===== src/rtl/tlb_ctrl.sv =====
// TLB instruction sequencer: runs one TLBP/TLBR/TLBWI/TLBWR at a time against
// the TLB array ports and owns the Random register used by TLBWR.
module tlb_ctrl #(
    parameter int TLBNUM = 16,
    localparam int IW = $clog2(TLBNUM)
) (
    input  logic          clk,
    input  logic          reset,
    input  logic          op_valid,
    output logic          op_ready,
    input  logic [1:0]    op,
    input  logic [18:0]   ehi_vpn2,
    input  logic [7:0]    ehi_asid,
    input  logic [25:0]   elo0,
    input  logic [25:0]   elo1,
    input  logic [IW-1:0] index_in,
    input  logic [IW-1:0] wired,
    input  logic          wired_we,
    output logic [18:0]   s_vpn2,
    output logic [7:0]    s_asid,
    input  logic          s_found,
    input  logic [IW-1:0] s_index,
    output logic [IW-1:0] r_index,
    input  logic [77:0]   r_entry,
    output logic          we,
    output logic [IW-1:0] w_index,
    output logic [77:0]   w_entry,
    output logic          done,
    output logic          p_miss,
    output logic [IW-1:0] p_index,
    output logic [18:0]   rd_vpn2,
    output logic [7:0]    rd_asid,
    output logic [25:0]   rd_elo0,
    output logic [25:0]   rd_elo1,
    output logic [IW-1:0] random
);

    typedef enum logic [2:0] {
        S_IDLE,
        S_PROBE,
        S_READ,
        S_WRITE,
        S_DONE
    } state_t;

    localparam logic [1:0] OP_TLBP  = 2'd0;
    localparam logic [1:0] OP_TLBR  = 2'd1;
    localparam logic [1:0] OP_TLBWR = 2'd3;
    localparam logic [IW-1:0] RANDOM_TOP = IW'(TLBNUM - 1);

    state_t        r_state;
    logic          r_opReady;
    logic          r_done;
    logic [18:0]   r_sVpn2;
    logic [7:0]    r_sAsid;
    logic [IW-1:0] r_rIndex;
    logic          r_we;
    logic [IW-1:0] r_wIndex;
    logic [77:0]   r_wEntry;
    logic          r_pMiss;
    logic [IW-1:0] r_pIndex;
    logic [18:0]   r_rdVpn2;
    logic [7:0]    r_rdAsid;
    logic [25:0]   r_rdElo0;
    logic [25:0]   r_rdElo1;
    logic [IW-1:0] r_random;
    logic          w_handshake;
    logic          w_entryG;

    assign w_handshake = op_valid && r_opReady;
    assign w_entryG    = elo0[0] & elo1[0];

    // Port-driving registers double as the operand latches: they are loaded at
    // the handshake edge, so the TLB sees them for exactly the active cycle and
    // an async reset drops them (including we) without waiting for a clock.
    always_ff @(posedge clk or posedge reset) begin
        if (reset) begin
            r_state   <= S_IDLE;
            r_opReady <= 1'b1;
            r_done    <= 1'b0;
            r_sVpn2   <= '0;
            r_sAsid   <= '0;
            r_rIndex  <= '0;
            r_we      <= 1'b0;
            r_wIndex  <= '0;
            r_wEntry  <= '0;
            r_pMiss   <= 1'b0;
            r_pIndex  <= '0;
            r_rdVpn2  <= '0;
            r_rdAsid  <= '0;
            r_rdElo0  <= '0;
            r_rdElo1  <= '0;
        end else begin
            r_done <= 1'b0;
            case (r_state)
                S_IDLE: begin
                    if (w_handshake) begin
                        r_opReady <= 1'b0;
                        case (op)
                            OP_TLBP: begin
                                r_state <= S_PROBE;
                                r_sVpn2 <= ehi_vpn2;
                                r_sAsid <= ehi_asid;
                            end
                            OP_TLBR: begin
                                r_state  <= S_READ;
                                r_rIndex <= index_in;
                            end
                            default: begin
                                r_state  <= S_WRITE;
                                r_we     <= 1'b1;
                                r_wIndex <= (op == OP_TLBWR) ? r_random : index_in;
                                r_wEntry <= {ehi_vpn2, ehi_asid, w_entryG,
                                             elo0[25:1], elo1[25:1]};
                            end
                        endcase
                    end
                end
                S_PROBE: begin
                    r_state <= S_DONE;
                    r_done  <= 1'b1;
                    r_pMiss <= ~s_found;
                    r_pIndex <= s_found ? s_index : '0;
                    r_sVpn2 <= '0;
                    r_sAsid <= '0;
                end
                S_READ: begin
                    r_state  <= S_DONE;
                    r_done   <= 1'b1;
                    r_rdVpn2 <= r_entry[77:59];
                    r_rdAsid <= r_entry[58:51];
                    r_rdElo0 <= {r_entry[49:25], r_entry[50]};
                    r_rdElo1 <= {r_entry[24:0], r_entry[50]};
                    r_rIndex <= '0;
                end
                S_WRITE: begin
                    r_state  <= S_DONE;
                    r_done   <= 1'b1;
                    r_we     <= 1'b0;
                    r_wIndex <= '0;
                    r_wEntry <= '0;
                end
                S_DONE: begin
                    r_state   <= S_IDLE;
                    r_opReady <= 1'b1;
                end
                default: begin
                    r_state   <= S_IDLE;
                    r_opReady <= 1'b1;
                end
            endcase
        end
    end

    // Random counts down through the unwired entries and wraps to the top once
    // it reaches (or falls below) Wired; a Wired write also restarts it.
    always_ff @(posedge clk or posedge reset) begin
        if (reset) begin
            r_random <= RANDOM_TOP;
        end else if (wired_we || (wired >= RANDOM_TOP) || (r_random <= wired)) begin
            r_random <= RANDOM_TOP;
        end else begin
            r_random <= r_random - 1'b1;
        end
    end

    assign op_ready = r_opReady;
    assign done     = r_done;
    assign s_vpn2   = r_sVpn2;
    assign s_asid   = r_sAsid;
    assign r_index  = r_rIndex;
    assign we       = r_we;
    assign w_index  = r_wIndex;
    assign w_entry  = r_wEntry;
    assign p_miss   = r_pMiss;
    assign p_index  = r_pIndex;
    assign rd_vpn2  = r_rdVpn2;
    assign rd_asid  = r_rdAsid;
    assign rd_elo0  = r_rdElo0;
    assign rd_elo1  = r_rdElo1;
    assign random   = r_random;

endmodule


===== config.mk =====
export PLATFORM = sky130hd
export DESIGN_NAME = tlb_ctrl
export DESIGN_NICKNAME = d
export VERILOG_FILES = /design/src/rtl/tlb_ctrl.sv
export SDC_FILE = /design/constraint.sdc
export NUM_CORES = 1
export LEC_CHECK = 0
export BUFFER_PORTS_ARGS = -buffer_cell sky130_fd_sc_hd__clkbuf_2
export CAP_MARGIN = 10
export CORE_AREA = 2 2 149 151
export DETAILED_ROUTE_END_ITERATION = 6
export DIE_AREA = 0 0 151 153
export GPL_ROUTABILITY_DRIVEN = 0
export GPL_TIMING_DRIVEN = 0
export PLACE_DENSITY_LB_ADDON = 0.15
export SETUP_SLACK_MARGIN = 0.3
export SYNTH_ARGS = -nofsm -noshare
export SYNTH_HDL_FRONTEND = slang
export SYNTH_SLANG_ARGS = --single-unit

===== constraint.sdc =====
create_clock -name clk -period 11.02 [get_ports clk]
set_clock_uncertainty 0.15 [all_clocks]
set_input_delay 0 -clock clk [delete_from_list [all_inputs] [get_ports clk]]
set_output_delay 0 -clock clk [all_outputs]
set_load 0.03 [all_outputs]

Word-level counts from Yosys, hierarchy flattened
Cells that the tools add are included.
- flip-flop bits (word level): 207
- input port bits: 176
- output and inout port bits: 204
- word-level logic and storage cells: 72
- add/sub/neg operators: 1
- $lt $le $gt $ge: 2
- eq/ne operators: 9
- mux-type cells: 27
- bitwise operators: 3
- reduce and logical (&&, ||, !) cells: 14
- operator list (cell ; number):
    two-way mux 78 bit ; 2
    case mux 78 bit (2 select lines) ; 1
    two-way mux 19 bit ; 2
    case mux 19 bit (2 select lines) ; 1
    two-way mux 4 bit ; 7
    two-way mux 8 bit ; 2
    case mux 4 bit (2 select lines) ; 2
    case mux 8 bit (2 select lines) ; 1
    AND reduction 3 bit ; 3
    == test 3 x 2 -> 1 bit, second input constant ; 2
    case mux 3 bit (2 select lines) ; 1
    nonzero test 2 bit ; 3
    >= comparator 4 bit, second input constant ; 1
    <= comparator 4 bit ; 1
    two-way mux 1 bit ; 4
    != test 2 x 1 -> 1 bit, second input constant ; 2
    != test 2 bit, second input constant ; 2
    case mux 1 bit (2 select lines) ; 2
    case mux 2 bit (2 select lines) ; 1
    subtractor 4 x 1 -> 4 bit, second input constant ; 1
    == test 3 x 1 -> 1 bit, second input constant ; 1
    logical NOT 3 bit ; 1
    two-way mux 3 bit ; 1
    OR reduction 3 bit ; 1
    other kinds (9) ; 11

Depth between registers and ports, before layout
Gate-level depths: netlist of run 1.
- depth after elaboration: 5
- gate-level depth with buffers: 6
- mapped depth without buffers: 5

Worst setup path after synthesis of run 1
Ideal clock, no wire load.
- path type: flip-flop to flip-flop
- start: reg r_opReady (netlist: op_ready)
- end: reg r_sAsid[0] (netlist: s_asid[0])
- setup time: 127 ps
- data arrival time: 1644 ps
- data required time: 10743 ps
- path slack: 9098 ps
- cell stages (with the launch flop): 6
- buffers on the path: 2
- clock period less this slack: 1922 ps
- path through: dfstp_2 nor4bb_1 o21a_1 buf_4 buf_6 mux2_1
- longest elaborated chain between the ends: 3
- RTL lines (what ; line ; RTL):
    from (decl) ; 52 ; logic r_opReady;
    from (signal assigned) ; 79 ; r_opReady <= 1'b1;
    from (signal assigned) ; 98 ; r_opReady <= 1'b0;
    from (signal assigned) ; 145 ; r_opReady <= 1'b1;
    logical AND 1 bit ; 70 ; assign w_handshake = op_valid && r_opReady;
    != test 2 bit (no line) ; -- ;
    AND reduction 3 bit (no line) ; -- ;
    to (signal assigned) ; 103 ; r_sAsid <= ehi_asid;
    to (decl) ; 55 ; logic [7:0] r_sAsid;
No other way between the ends.
A chain may end at the register's enable or synchronous reset.

Worst setup path in the final report of run 1
- start: reg r_random[0] (netlist: random[0])
- end: reg r_random[3] (netlist: random[3])
- longest elaborated chain between the ends: 3
- elaborated cells on any way between the ends: 4
- those cells by class: add/sub: 1; order compare: 1; mux: 1; reduce/logical: 1
- RTL lines (what ; line ; RTL):
    from (decl) ; 66 ; logic [IW-1:0] r_random;
    from (signal assigned) ; 163 ; r_random <= r_random - 1'b1;
    <= comparator 4 bit ; 160 ; end else if (wired_we || (wired >= RANDOM_TOP) || (r_random <= wired)) begin
    logical OR 1 bit ; 160 ;
    two-way mux 4 bit (*) ; 160 ;
Mark *: on every way between the ends. The rest lies on a longest branch, timed or not.

==> qor.txt, run 1 <==
Finished Core Util = 63.44%
hpwl dp = 19.47 mm
I/O pin count = 380
Detailed Route Iter0 Violations = 282
most frequent cells in the layout = clkbuf_2, dfrtp_1, dlygate4sd3_1
RSZ-0062 raised after global routing = no
Layout Cell Area excl Fill = 13,630 µm²
via/cell ratio = 4.937
Global Route met2 Usage = 41.58%
Antenna Cells = 0
Post-Synth Adder-Cell Area = 0.7301%
largest driver fanout on the critical path = 5
die width = 151 µm
layout cells sized above 1 = 34.93%
worst ir drop on vdd = 0.08552 mV
Tot Pwr = 1.658 mW
Synth area leader = dfrtp_1
main area contributors after synthesis = dfrtp_1, mux2_1, nand4_1, o21ai_1, nand2_1
largest family of logic cells by synthesized area = multiplexers
cts bufs inserted = 23
reg2reg end = random[3]
Pwr per Cell Area = 121.7 nW/µm²
post-synthesis mux area share = 14.85%
Die ar. = 23,100 µm²
Post-CTS Hold Fix Bufs = 200
CP Cell Sequence = inv_1 -> ha_1 -> a41o_1 -> dlygate4sd3_1 -> a41oi_1 -> dlygate4sd3_1 -> o211ai_1 -> dlygate4sd3_1
Starting Density = 39.88%
row cnt = 54
Worst-Margin Slew = 0.6738 ns
Final ANT Viol Nets = 0
slowest cell on the critical path = dlygate4sd3_1
FMAX = 0.2949 GHz
Setup Total Neg Slack = 0 ns
Synth Area in Compound Gates = 6.352%
worst r2r path cells = 8
clock slew at reported path FFs = 0.06 ns
Synth Net Count = 899
IO buf count = 379
CP Capture Type = register
Most common cell on crit path = dlygate4sd3_1
#FFs+latches synth = 206
clk_lat worst skew = 0.50 ns
sequential share of the synthesized area = 60.24%
reg2reg start = random[0]
Worst Setup Start Kind = register
commonest non-fill, non-tap cell in the layout = clkbuf_2
Crit Path Category = register to register
top cell type's share of synthesized area = 58.70%
CTS tree = yes
post_cts resized = 0
P_leak = 7.178 nW
Routed WL = 28.86 mm
Final Max Slew Viols = 0
Reg2Reg Setup Slack = 7.63 ns
Post-Synth XOR/XNOR Area = 0.2044%
Hold Fails Final Rpt = 0
min cycle time layout = 3.391 ns
Max-cap violations = 0
Post-Synth Simple-Gate Area = 13.32%
distinct cell type count after synthesis = 35
gr ovfl total = 0
largest net degree at the start of global routing = 113
crit share post-route = 30.77%
Slew headroom = 55.08%
Worst path max stage delay = 0.65 ns
first-pass GRT wire length = 44.76 mm
setup bufs post-CTS = 0
CTS root buf = clkbuf_16
residual DRC count = 0
synth warn = 0
synthesized area per cell = 11.93 µm²
Die Y = 153 µm
asr flop ratio synth = 100.0%
area of the core = 21,490 µm²
Critical Path RT = 11.30 ns
Hold Crit Class = input pin to asynchronous set/reset pin
status = finished clean
placed cell area = 10,850 µm²
final net count = 1,504
synthesized area = 8568 µm²
vias after detailed routing = 7,998
Post-synth top flop = dfrtp_1
H-tree Lvls = 1
hold slack = 0.02747 ns
WL per Instance = 17.81 µm
Post-synth EDFFs = 0
setup violators final = 0
vias in the first global route = 8,348
Critical Path AT = 3.67 ns
initial antenna violation count = 0
TritonCTS Sinks = 206
total track usage = 24.44%
Max clock buf depth = 3
synthesized instance count = 718
Area Growth Syn to Fin = 59.08%
busiest grt layer = met2
M3 GR Usage = 5.761%
met1 GRT Util = 29.71%
Pre-antenna DRT Iters = 4
-- logic make-up after synthesis --
logic type	Yosys count
and+or+nand+nor	220
buffers and inverters	69
xor gates and xnor gates	2
AOI/OAI and AO/OA	102
DFF	206
adders and majority gates	5
muxes	114
-- per-layer routing --
layer / wire, µm / vias up
li1: - / 3744
met1: 11260 / 3851
met2: 14030 / 326
met3: 2296 / 77
met4: 1264 / 0
met5: 0 / -
-- critical path, delay by kind of cell (launching register included) --
kind | cells | cell delay, ns
compound gates | 3 | 0.47
buf+inv | 4 | 1.85
fa+ha+maj | 1 | 0.28
flops | 1 | 0.57
-- sequential cells by signal, summed over array words and instances (netlist names), 3 cells and up --
name	count
p_index	4
r_index	4
r_state	3
random	4
rd_asid	8
rd_elo0	26
rd_elo1	25
rd_vpn2	19
s_asid	8
s_vpn2	19
w_entry	78
w_index	4
-- how the worst max path moves through the flow --
stage,startpoint,to,slack (ns),depth (start not counted)
5_1_grt,random[0],random[2],7.52,8
3_5_place_dp,r_state[0],w_index[0],8.96,5
3_3_place_gp,reset,rd_elo1[20],2.70,2
6_report,random[0],random[3],7.63,8
2_1_floorplan,reset,done,5.25,1
4_1_cts,random[0],random[3],7.65,8
-- synthesized netlist by cell type, types with 3 or more instances --
cell type,n
dfrtp_1,201
mux2_1,101
nand2_1,95
o21ai_1,86
nand4_1,77
nor2b_1,28
clkbuf_1,22
buf_4,18
buf_2,16
mux2i_1,9
inv_1,7
a21oi_1,5
dfstp_2,5
ha_1,5
nor2_1,5
mux2_2,4
nand3_1,4
o211ai_1,4
buf_1,3
buf_6,3
-- area by class of cell --
type,count,area (µm²)
fill,1690,7855
tap,280,350.3
buffer,62,342.8
multi-input combinational,443,3038
inverter,7,33.78
clock inverter,7,67.56
timing repair buffer,580,3926
clock buffer,35,710.7
sequential,206,5161
-- per-stage QoR --
stage               setup slack (ns)  cells
finish                         7.629   1620
global route                   7.524   1620
CTS                            7.655   1620
detailed placement             8.958   1378
global placement               2.697   1377
floorplan                      5.254    718
-- report_power, final --
group          internal, mW  switching, mW  total (mW)
clock                 0.468          0.307       0.775
combinational        0.0731         0.0518       0.125
sequential            0.758        0.00110       0.759
total                  1.30          0.360        1.66
No activity file was read; power rests on OpenSTA's default activity.
==> run 2: changes to the inputs <==
--- a/config.mk
+++ b/config.mk
@@ -7,9 +7,9 @@
 export LEC_CHECK = 0
 export BUFFER_PORTS_ARGS = -buffer_cell sky130_fd_sc_hd__clkbuf_2
 export CAP_MARGIN = 10
-export CORE_AREA = 2 2 149 151
+export CORE_AREA = 2 2 147 149
 export DETAILED_ROUTE_END_ITERATION = 6
-export DIE_AREA = 0 0 151 153
+export DIE_AREA = 0 0 149 151
 export GPL_ROUTABILITY_DRIVEN = 0
 export GPL_TIMING_DRIVEN = 0
 export PLACE_DENSITY_LB_ADDON = 0.15
==> constraint.sdc (replaced) <==
create_clock -name clk -period 3.2 [get_ports clk]
set_clock_uncertainty 0.15 [all_clocks]
set_input_delay 0 -clock clk [delete_from_list [all_inputs] [get_ports clk]]
set_output_delay 0 -clock clk [all_outputs]
set_load 0.03 [all_outputs]
==> run 2 against run 1 <==
Critical path depth down 1. Largest cell class unchanged. Die area shrank 2.6%. Setup slack worse by 7.2 ns. Core utilization increased by 1.6 points. Critical endpoint is now r_index[3]. Cell count down 0.56%.
==> qor.txt, run 2 (synthesized netlist as in run 1, its figures left out) <==
status = finished clean
vias in the first global route = 8,198 (-1.8%)
hold slack = 0.06705 ns (+0.03958 ns)
Starting Density = 41.15% (+1.3 points)
I/O pin count = 380 (unchanged)
total track usage = 24.99% (+0.56 points)
Slew headroom = 42.02% (-13 points)
CTS tree = yes
RSZ-0062 raised after global routing = no
reg2reg start = op_ready
Final ANT Viol Nets = 0 (unchanged)
Routed WL = 28.65 mm (-0.73%)
Final Max Slew Viols = 0 (unchanged)
P_leak = 7.146 nW (-0.45%)
initial antenna violation count = 0 (unchanged)
H-tree Lvls = 1 (unchanged)
residual DRC count = 0 (unchanged)
Hold Fails Final Rpt = 0 (unchanged)
Antenna Cells = 0 (unchanged)
area of the core = 20,820 µm² (-3.1%)
commonest non-fill, non-tap cell in the layout = clkbuf_2
CP bufs+invs = 4 (unchanged)
final net count = 1,502 (-0.13%)
pre-CTS WS = 1.049 ns (-7.909 ns)
Crit Path Category = register to register
Layout fillers = 1,633 (-3.4%)
TritonCTS Sinks = 206 (unchanged)
Worst Setup Start Kind = register
CTS root buf = clkbuf_16
first-pass GRT wire length = 44.39 mm (-0.83%)
Max clock buf depth = 3 (unchanged)
worst ir drop on vdd = 0.3258 mV (+280%)
Critical Path AT = 3.04 ns (-0.63 ns)
Critical Path RT = 3.49 ns (-7.81 ns)
crit share post-route = 86.10% (+55 points)
Tot Pwr = 5.514 mW (+230%)
met2 wire len = 14.68 mm (+4.6%)
IO buf count = 379 (unchanged)
clock slew at reported path FFs = 0.06 ns (about the same)
met1 WL = 11.43 mm (+1.5%)
clk_lat worst skew = 0.50 ns (about the same)
CP Cell Sequence = and3b_1 -> clkbuf_4 -> clkbuf_4 -> nand3_1 -> dlygate4sd3_1 -> a21oi_1 -> dlygate4sd3_1
CP top delay family = buffers and inverters
largest driver fanout on the critical path = 10 (+5)
Worst-Margin Slew = 0.8679 ns (+0.1940 ns)
Die ar. = 22,500 µm² (-2.6%)
Reg2Reg Setup Slack = 0.44 ns (-7.18 ns)
Pwr per Cell Area = 406.8 nW/µm² (+230%)
setup violators final = 0 (unchanged)
cts bufs inserted = 23 (unchanged)
max FFs per register = 78 (unchanged)
most frequent cells in the layout = clkbuf_2, dfrtp_1, dlygate4sd3_1
setup ws final = 0.4449 ns (-7.184 ns)
gr ovfl total = 0 (unchanged)
Max-cap violations = 0 (unchanged)
uppermost routed layer = met4
largest net degree at the start of global routing = 41 (-64%)
CP Capture Type = register
via/cell ratio = 4.935 (about the same)
FMAX = 0.3630 GHz (+23%)
WL per Instance = 17.78 µm (-0.18%)
Pre-antenna DRT Iters = 4 (unchanged)
hpwl dp = 19.58 mm (+0.56%)
Detailed Route Iter0 Violations = 306 (+8.5%)
Hold Crit Class = input pin to asynchronous set/reset pin
layout cells sized above 1 = 34.73% (-0.19 points)
vias after detailed routing = 7,951 (-0.59%)
routed length on met3 = 1.841 mm (-20%)
die width = 149 µm (-1.3%)
Area Growth Syn to Fin = 58.18%
Die Y = 151 µm (-1.3%)
row cnt = 53 (-1.9%)
Worst setup startpoint = op_ready
Worst path max stage delay = 0.57 ns (-0.08 ns)
min cycle time layout = 2.755 ns (-0.6359 ns)
slowest cell on the critical path = dlygate4sd3_1
## run 2: cell count changes in the layout (fill, tap and decap cells not counted)
cell / previous run / this run
clkbuf_1: 25 / 31
dlygate4sd3_1: 200 / 194
buf_12: 0 / 5
clkbuf_8: 9 / 5
buf_2: 16 / 14
clkbuf_4: 0 / 2
buf_16: 1 / 0
bufinv_16: 1 / 0
clkinv_2: 4 / 3
clkinv_4: 1 / 0
clkinvlp_4: 0 / 1
inv_6: 1 / 0
inv_8: 1 / 0
## run 2: area by class of cell
| cell class | instances | area, µm² | area share (%) |
|---|---|---|---|
| Multi-Input combinational cell | 443 | 3038 | 22.42 |
| Clock buffer | 37 | 678.2 | 5.004 |
| Timing Repair Buffer | 578 | 3939 | 29.06 |
| Buffer | 62 | 347.8 | 2.566 |
| Tap cell | 275 | 344.1 | 2.539 |
| Inverter | 7 | 30.03 | 0.2216 |
| Clock inverter | 3 | 15.01 | 0.1108 |
| Sequential cell | 206 | 5161 | 38.08 |
## run 2: layer usage
| layer | track usage [%] | up-vias |
|---|---|---|
| li1 | - | 3742 |
| met1 | 30.62 | 3874 |
| met2 | 45.41 | 285 |
| met3 | 4.669 | 50 |
| met4 | 6.524 | 0 |
| met5 | 0 | - |
## run 2: tightest hold or removal path, stage by stage
cell           delay [ns]
dlygate4sd3_1        0.53
clkbuf_2             0.12
clkinvlp_4           0.57
## run 2: power by group
group	switching, mW	internal, mW	total (mW)
combinational	0.178	0.259	0.437
sequential	0.00406	2.61	2.61
clock	1.02	1.44	2.46
total	1.21	4.31	5.51
## run 2: timing repair
item,CTS,global route
resized for setup,0,2
endpoints found under the hold margin,241,0
hold buffers,194,0
setup buffers,0,0
setup endpoints to repair,0,1
## run 2: path summary, 6_finish.rpt
path / end / depth (start not counted)
min in group clk: rd_elo0[7] / 3
worst min-delay path: rd_elo1[13] / 3
worst max-delay path: r_index[3] / 7
worst max register to register: r_index[3] / 7
max in group asynchronous: random[2] / 5
worst min register to register: rd_vpn2[14] / 1
## run 2: stage by stage
stage | instances | instance area (µm²) | setup TNS [ns] | utilization, %
floorplan | 718 | 8572 | 0 | -
global placement | 1372 | 10810 | -201.73 | 51.93
detailed placement | 1377 | 10910 | 0 | 52.41
CTS | 1611 | 13550 | 0 | 65.06
global route | 1611 | 13550 | 0 | 65.09
finish | 1611 | 13550 | 0 | 65.09
